`src/rtl/sha256_pkg.sv`:
```
// Constants and types shared by the SHA-256 block feeder and its word buffer.
package sha256_pkg;

   localparam logic [255:0] SHA256_IV =
      256'h6a09e667_bb67ae85_3c6ef372_a54ff53a_510e527f_9b05688c_1f83d9ab_5be0cd19;

   localparam int BLOCK_WORDS = 16;

   // Byte counter width; the 64-bit length field is this count times 8.
   localparam int LEN_W = 61;

   typedef enum logic [2:0] {FILL, ISSUE, WAIT, PAD, DONE} state_t;

endpackage

```
`src/rtl/sha256_block_buf.sv`:
```
// 16x32 message block buffer: indexed word writes, 0x80/zero padding from a byte
// offset, 64-bit length words, and a pad-only block load. Word 0 sits in block[511:480].
module sha256_block_buf
   import sha256_pkg::*;
(
   input  logic         clk,
   input  logic         rst_n,
   input  logic         wr_en,
   input  logic [3:0]   wr_idx,
   input  logic [31:0]  wr_data,
   input  logic         close_en,
   input  logic [6:0]   nb,
   input  logic         len_en,
   input  logic         pad_en,
   input  logic         pad_mark,
   input  logic [63:0]  len_bits,
   output logic [511:0] block
);

   logic [31:0] mem [BLOCK_WORDS];
   logic [31:0] nxt [BLOCK_WORDS];

   always_comb begin
      for (int i = 0; i < BLOCK_WORDS; i++) begin
         nxt[i] = mem[i];
         if (pad_en) begin
            nxt[i] = '0;
         end else if (wr_en && !close_en && i == int'(wr_idx)) begin
            nxt[i] = wr_data;
         end else if (wr_en && close_en && i >= int'(wr_idx)) begin
            // Bytes below nb keep message data, byte nb is the 0x80 marker, the rest clear.
            for (int j = 0; j < 4; j++) begin
               if (4*i + j < int'(nb))
                  nxt[i][31-8*j -: 8] = wr_data[31-8*j -: 8];
               else if (4*i + j == int'(nb))
                  nxt[i][31-8*j -: 8] = 8'h80;
               else
                  nxt[i][31-8*j -: 8] = 8'h00;
            end
         end
      end
      if (pad_en && pad_mark)
         nxt[0] = 32'h8000_0000;
      if (pad_en || (wr_en && close_en && len_en)) begin
         nxt[14] = len_bits[63:32];
         nxt[15] = len_bits[31:0];
      end
   end

   always_ff @(posedge clk or negedge rst_n) begin
      if (!rst_n) mem <= '{default: '0};
      else        mem <= nxt;
   end

   for (genvar g = 0; g < BLOCK_WORDS; g++) begin : g_flat
      assign block[511-32*g -: 32] = mem[g];
   end

endmodule

```
`src/rtl/sha256_block_feeder.sv`:
```
// SHA-256 message feeder: packs a word stream into padded 512-bit blocks, drives the
// round engine one block at a time, folds each result into H and issues the digest.
module sha256_block_feeder
   import sha256_pkg::*;
#(
   parameter logic [255:0] IV = SHA256_IV
) (
   input  logic         clk,
   input  logic         rst_n,
   input  logic [31:0]  s_data,
   input  logic         s_valid,
   output logic         s_ready,
   input  logic         s_last,
   input  logic [1:0]   s_bytes,
   output logic [511:0] core_m,
   output logic [255:0] core_h,
   output logic         core_in_v,
   input  logic [255:0] core_h_out,
   input  logic         core_out_v,
   output logic [255:0] digest,
   output logic         digest_v,
   output logic         busy
);

   state_t           state, state_nxt;
   logic [3:0]       widx;
   logic [LEN_W-1:0] len, len_nxt;
   logic [255:0]     h;
   logic             final_blk, pad_pend, pad_mark;
   logic             take;
   logic [2:0]       nbytes;
   logic [6:0]       nb;

   // Words move on s_valid && s_ready; s_ready is FILL only and low while in reset.
   assign s_ready   = rst_n && (state == FILL);
   assign take      = s_valid && s_ready;
   assign nbytes    = (s_last && s_bytes != 2'd0) ? {1'b0, s_bytes} : 3'd4;
   assign nb        = {1'b0, widx, 2'b00} + {4'b0000, nbytes};
   assign len_nxt   = len + LEN_W'(nbytes);
   assign core_in_v = (state == ISSUE);
   assign digest_v  = (state == DONE);
   assign core_h    = h;
   assign busy      = (state != FILL) || (len != '0);

   sha256_block_buf u_buf (
      .clk      (clk),
      .rst_n    (rst_n),
      .wr_en    (take),
      .wr_idx   (widx),
      .wr_data  (s_data),
      .close_en (s_last),
      .nb       (nb),
      .len_en   (nb <= 7'd55),
      .pad_en   (state == PAD),
      .pad_mark (pad_mark),
      .len_bits ({(take ? len_nxt : len), 3'b000}),
      .block    (core_m)
   );

   always_ff @(posedge clk or negedge rst_n) begin
      if (!rst_n) state <= FILL;
      else        state <= state_nxt;
   end

   always_comb begin
      state_nxt = state;
      case (state)
         FILL:  if (take && (s_last || widx == 4'd15)) state_nxt = ISSUE;
         ISSUE: state_nxt = WAIT;
         WAIT: begin
            if (core_out_v) begin
               if (final_blk)     state_nxt = DONE;
               else if (pad_pend) state_nxt = PAD;
               else               state_nxt = FILL;
            end
         end
         PAD:   state_nxt = ISSUE;
         DONE:  state_nxt = FILL;
         default: state_nxt = FILL;
      endcase
   end

   always_ff @(posedge clk or negedge rst_n) begin
      if (!rst_n) begin
         widx      <= '0;
         len       <= '0;
         h         <= IV;
         digest    <= '0;
         final_blk <= 1'b0;
         pad_pend  <= 1'b0;
         pad_mark  <= 1'b0;
      end else begin
         case (state)
            FILL: begin
               if (take) begin
                  widx <= widx + 4'd1;
                  len  <= len_nxt;
                  if (s_last) begin
                     final_blk <= (nb <= 7'd55);
                     pad_pend  <= (nb > 7'd55);
                     pad_mark  <= (nb == 7'd64);
                  end else begin
                     final_blk <= 1'b0;
                     pad_pend  <= 1'b0;
                  end
               end
            end
            WAIT: begin
               // Leaving WAIT on the first out_v makes any later pulse irrelevant.
               if (core_out_v) begin
                  h    <= core_h_out;
                  widx <= '0;
                  if (final_blk) digest <= core_h_out;
               end
            end
            PAD: begin
               final_blk <= 1'b1;
               pad_pend  <= 1'b0;
            end
            DONE: begin
               h    <= IV;
               len  <= '0;
               widx <= '0;
            end
            default: ;
         endcase
      end
   end

endmodule
```
`config.mk`:
```
export PLATFORM = sky130hd
export DESIGN_NAME = sha256_block_feeder
export DESIGN_NICKNAME = d
export VERILOG_FILES = /design/src/rtl/sha256_pkg.sv /design/src/rtl/sha256_block_buf.sv /design/src/rtl/sha256_block_feeder.sv
export SDC_FILE = /design/constraint.sdc
export NUM_CORES = 2
export LEC_CHECK = 0
export BUFFER_PORTS_ARGS = -buffer_cell sky130_fd_sc_hd__buf_4
export CAP_MARGIN = 20
export CORE_AREA = 3 3 513 515
export CTS_CLUSTER_SIZE = 16
export DETAILED_ROUTE_END_ITERATION = 7
export DIE_AREA = 0 0 516 518
export GPL_TIMING_DRIVEN = 0
export HOLD_SLACK_MARGIN = 0.15
export PLACE_DENSITY_LB_ADDON = 0.08
export SETUP_SLACK_MARGIN = 0.2
export SYNTH_ARGS = -nofsm -noshare
export SYNTH_HDL_FRONTEND = slang
export SYNTH_SLANG_ARGS = --single-unit
```
`constraint.sdc`:
```
create_clock -name clk -period 3 [get_ports clk]
set_input_delay 0.45 -clock clk [delete_from_list [all_inputs] [get_ports clk]]
set_output_delay 0.45 -clock clk [all_outputs]
set_load 0.02 [all_outputs]
```
After elaboration in Yosys (flattened, before gate mapping)
Index checks and enable logic that the tools add are counted.
{ "op_classes": {"mux": 197, "magnitude_cmp": 81, "n_reduce_logical": 75, "addsub": 3, "n_eq_ne": 87} }
{ "op_table": {"columns": ["operator", "n"], "rows": [
  ["$mux 32", 49],
  ["$mux 8", 128],
  ["$pmux 256 s2", 1],
  ["$mux 256", 1],
  ["$eq 7x7->1 const A", 32],
  ["$lt 6x7->1 const A", 32],
  ["$pmux 61 s2", 1],
  ["$eq 6x7->1 const A", 16],
  ["$lt 5x7->1 const A", 16],
  ["$mux 64", 1],
  ["$add 61x3->61", 1],
  ["$mux 61", 1],
  ["$reduce_bool 61->1", 1],
  ["$eq 5x7->1 const A", 8],
  ["$lt 4x7->1 const A", 8],
  ["$reduce_bool 3->1", 15],
  ["$logic_and 1x1->1", 39],
  ["$eq 4x4->1 const A", 8],
  ["$eq 4x7->1 const A", 4],
  ["$ge 4x4->1 const A", 7],
  ["$lt 3x7->1 const A", 4],
  ["$eq 3x4->1 const A", 4],
  ["$ge 3x4->1 const A", 4],
  ["$eq 3x7->1 const A", 2],
  ["34 further kinds", 60]
]} }
{ "word_totals": {"out_inout_bits": 1028, "regBits": 1095, "wordCells": 467, "input_bits": 295} }

Depth between registers and ports, before layout
{ "depth": {"ltp_word": 11, "mapped_depth": 13} }

Modules after synthesis
Synthesis repeated with hierarchy kept, for this count alone.
{ "hier_totals": {"cells_unflattened": 3663, "hier_area_um2": 44989.4} }
{ "modules_own_cells": {"columns": ["mod", "instances", "area_each_um2", "cells_per_inst"], "rows": [
  ["sha256_block_feeder", 1, 23651.4, 1733],
  ["sha256_block_buf", 1, 21338.0, 1930]
]} }

Worst setup path after synthesis
OpenSTA, ideal clock, no wires.
{ "synth_path": {"kind": "input to register", "startpoint": "input s_last", "endpoint": "register u_buf.mem, in the netlist u_buf.block[63]", "slack_ns": -0.497, "path_stages": 13, "required_time_ns": 2.877, "arrival_ns": 3.374, "n_path_buf": 4, "cell_sequence": "clkbuf_1 clkbuf_1 buf_1 nand2_1 xnor2_1 ha_1 a21oi_1 and2_1 clkbuf_1 nor4_2 nand4_1 xnor2_1 o221a_2"} }
{ "synth_between": {"elab_chain_cells": 10} }
{ "synth_lines": {"columns": ["element", "line", "source"], "rows": [
  ["start: declaration", "sha256_block_feeder.sv:13", "input logic s_last,"],
  ["branches (longest 10 deep; another with $add 6x3->7)", null, null],
  ["end signal: assignment", "sha256_block_buf.sv:52", "else mem <= nxt;"],
  ["end: declaration", "sha256_block_buf.sv:20", "logic [31:0] mem [BLOCK_WORDS];"]
]} }
Parallel ways; which one is timed is not known. The select of a mux whose other input is x is not followed.
A chain may end at the register's enable or synchronous reset.

Worst setup path in the final report
{ "layout_path": {"startpoint": "register len[8]", "endpoint": "output busy"} }
{ "layout_between": {"elab_chain_cells": 2} }
{ "layout_lines": {"columns": ["element", "line", "source"], "rows": [
  ["start: declaration", "sha256_block_feeder.sv:27", "logic [LEN_W-1:0] len, len_nxt;"],
  ["start signal: assignment", "sha256_block_feeder.sv:97", "len <= len_nxt;"],
  ["$reduce_bool 61->1", "sha256_block_feeder.sv:43", "assign busy = (state != FILL) || (len != '0);"],
  ["$logic_or 1x1->1", "sha256_block_feeder.sv:43", null],
  ["end: declaration", "sha256_block_feeder.sv:22", "output logic busy"]
]} }
Every way passes these cells.

==> reports/qor.yml <==
synth_cell_types: 81
p_leak_nw: 32.6
cts-root-buf: "clkbuf_16"
timing.final.crit_share_pct: 104
slew_headroom_pct: 19.9
port_buffers: 1301
clock_path_buffers: 3
drv_slew: 0
cts_tree: "done"
ys_seq_area_share_pct: 62.1
design_area_um2: 72600
hold_ws_ns: 0.244
io_pins: 1323
worstSetupEndpoint: "busy"
status: "finished with violations"
final_cells: 9164
multi_input_area_um2: 18300
place_area_um2: 59800
cts_buffers: 147
grt_pass1_wl_um: 433000
drt_iter0_markers: 2806
cp.required_ns: 2.55
fillCellCount: 27400
async_flop_share_pct: 100
wl_um: 333000
start_util_pct: 17.1
clkSinkCount: 1095
worstRegToRegCells: 8
synth_area_um2: 44400
max_cap_violations: 0
wire_per_inst_um: 36.3
yosysWarnings: 0
power_density_nw_per_um2: 1140
num_rows: 187
postSynthCellCount: 3669
clock_skew_ns: 0.0402
routed_via_density: 4.48
layout_common_cells: "buf_4 (1430), dfrtp_1 (954), nand2_1 (433)"
dp.cells: 8432
setup_viol: 2
fmaxAchievable_mhz: 321
cp-startpoint: "len[8]"
ys_ff_latch: 1095
grt_pass1_vias: 42700
grt-ovfl-total: 0
reg2reg_to: "u_buf.block[62]"
antenna_left: 0
critPathMaxFanout: 2
critPathArrivalTime_ns: 2.67
coreArea_um2: 259000
route.vias.total: 41100
area_delta_synth_final_pct: 63.4
final_net_count: 5924
clk_pin_slew_ns: 0.06
worst_setup_path_start_kind: "flop"
grt_util_met2_pct: 42.9
period_minus_slack_ns: 3.12
gp_congestion: 0.902
dr.pass1.iters: 5
die_w_um: 516
clkLatencyLatePin_ns: 0.79
die_height_um: 518
dp.final_hpwl_um: 265000
path_class: "flop to output port"
register_area_um2: 27600
hold_viol_final: 0
layout-drive-gt1-share_pct: 46.7
use_met1_pct: 27.8
setup_slack_ns: -0.119
syn_area_per_cell_um2: 12.1
tightest_slew_ns: 1.20
grt_max_degree: 156
cts-htree-levels: 4
rsz0062_at_grt: "yes"
r2r_slack_ns: -0.01
drc_errors: 0
worst_setup_path_end_kind: "output port"
die_area_um2: 267000
worstHoldPathType: "input port to flop"
final_common_cell: "buf_4"
violations: "negative setup slack"
ir_drop_mv: 0.512
grt_util_all_layers_pct: 24.1
r2r-start: "state[1]"
gr-max-usage-layer: "met2"
postSynth.topFlopCell: "dfrtp_1"
met3_usage_pct: 6.36
synth-edff-count: 0
antenna_found_initial: 67
syn-num-nets: 3973
[cell usage after synthesis, drive strengths merged (7+ instances only)]
library cell | instances | share of area, %
nand2b | 13 | 0.18
nand4 | 32 | 0.45
inv | 22 | 0.19
o22a | 138 | 2.7
and3 | 11 | 0.15
dfstp | 136 | 8.0
nand2 | 465 | 3.9
or2 | 10 | 0.14
o31ai | 190 | 3.2
mux2 | 258 | 6.5
a21oi | 87 | 0.98
o22ai | 9 | 0.13
buf | 45 | 0.44
nor2b | 15 | 0.21
a211oi | 7 | 0.12
nor3 | 30 | 0.35
mux2i | 20 | 0.45
and4 | 14 | 0.28
ha | 9 | 0.25
dfrtp | 959 | 54
o21ai | 196 | 2.2
a21o | 16 | 0.27
xnor2 | 29 | 0.57
o211ai | 7 | 0.12
a221oi | 7 | 0.15
nand3 | 49 | 0.55
clkbuf | 257 | 2.2
a32o | 78 | 1.8
and2 | 23 | 0.32
o221ai | 31 | 0.61
nor2 | 109 | 0.92
xor2 | 20 | 0.39
a31oi | 14 | 0.20
a22o | 207 | 4.1
nor4b | 7 | 0.14
o21a | 20 | 0.34
o41ai | 11 | 0.22
nor4 | 31 | 0.45
[cells by family after synthesis]
group / count (synthesis) / synth area share (%)
flip-flops: 1095 / 62.1
AO/OA/AOI/OAI: 1071 / 18.2
AND/OR/NAND/NOR: 842 / 8.72
buffers and inverters: 325 / 2.81
multiplexers: 278 / 6.99
XOR/XNOR: 49 / 0.966
adder cells (fa/ha/maj): 9 / 0.254
[layout make-up]
class / count / share of cell area, %
Sequential cell: 1095 / 38.0
Multi-Input combinational cell: 2251 / 25.2
Timing Repair Buffer: 1804 / 21.4
Clock buffer: 232 / 6.05
Tap cell: 3402 / 5.87
Buffer: 297 / 2.68
Clock inverter: 33 / 0.533
Inverter: 23 / 0.150
Antenna cell: 26 / 0.0897
Timing Repair inverter: 1 / 0.0224
[power breakdown]
part           total, W  switching (W)  internal [W]
clock network    0.0179        0.00746        0.0104
logic            0.0401         0.0254        0.0147
registers        0.0248        0.00389        0.0209
[worst min-delay path by stage]
stage | start | endpoint | slack, ns | cells past startpoint
2_1_floorplan | rst_n | core_h[103] | 0.15 | 0
5_1_grt | s_data[11] | u_buf.block[267] | 0.19 | 2
3_3_place_gp | u_buf.block[175] | u_buf.block[175] | 0.46 | 2
6_report | s_data[11] | u_buf.block[267] | 0.24 | 2
4_1_cts | s_data[11] | u_buf.block[491] | 0.16 | 2
3_5_place_dp | u_buf.block[415] | u_buf.block[415] | 0.47 | 1
[through the flow]
| stage | TNS (ns) | total power (W) | worst slack [ns] | utilization [%] |
|---|---|---|---|---|
| 2_1_floorplan | 0 | 0.0401 | 0.128 | - |
| 3_3_place_gp | - | 0.0614 | -14.26 | 22.6 |
| 3_5_place_dp | -1112.51 | 0.0618 | -2.45 | 23.1 |
| 4_1_cts | -9.59 | 0.0825 | -0.169 | 27.2 |
| 5_1_grt | -0.504 | 0.0863 | -0.180 | 28.0 |
| 6_report | -0.133 | 0.0827 | -0.119 | 28.0 |
[per-layer routing]
metal  part of all wire, %  vias up
met4                   3.5       36
li1                      -    17600
met3                   6.7      334
met2                    51     1519
met1                    39    21600
met5                 0.062        -
[registers in the layout (all words and copies together), names as in the netlist]
| signal | cells |
|---|---|
| core_h | 256 |
| digest | 256 |
| final_blk | 1 |
| len | 61 |
| pad_mark | 1 |
| pad_pend | 1 |
| state | 3 |
| u_buf.block | 512 |
| widx | 4 |
[critical path, stage by stage, from the launching register on]
cell and delay [ns]:
dfrtp_1 0.37, clkbuf_8 0.14, nor4_4 0.34, nand4_1 0.25, nor4_1 0.23, nand4_1 0.29
buf_6 0.24
[what timing repair did]
| action | 4_1_cts | 5_1_grt |
|---|---|---|
| pin swaps | 65 | 87 |
| resized for setup | 546 | 437 |
| hold buffers | 288 | 0 |
| endpoints found under the hold margin | 828 | 0 |
| setup endpoints to repair | 976 | 1005 |
| setup buffers | 83 | 63 |
| gates cloned | 4 | 8 |
Note: power is estimated with default switching activity, not from simulation.
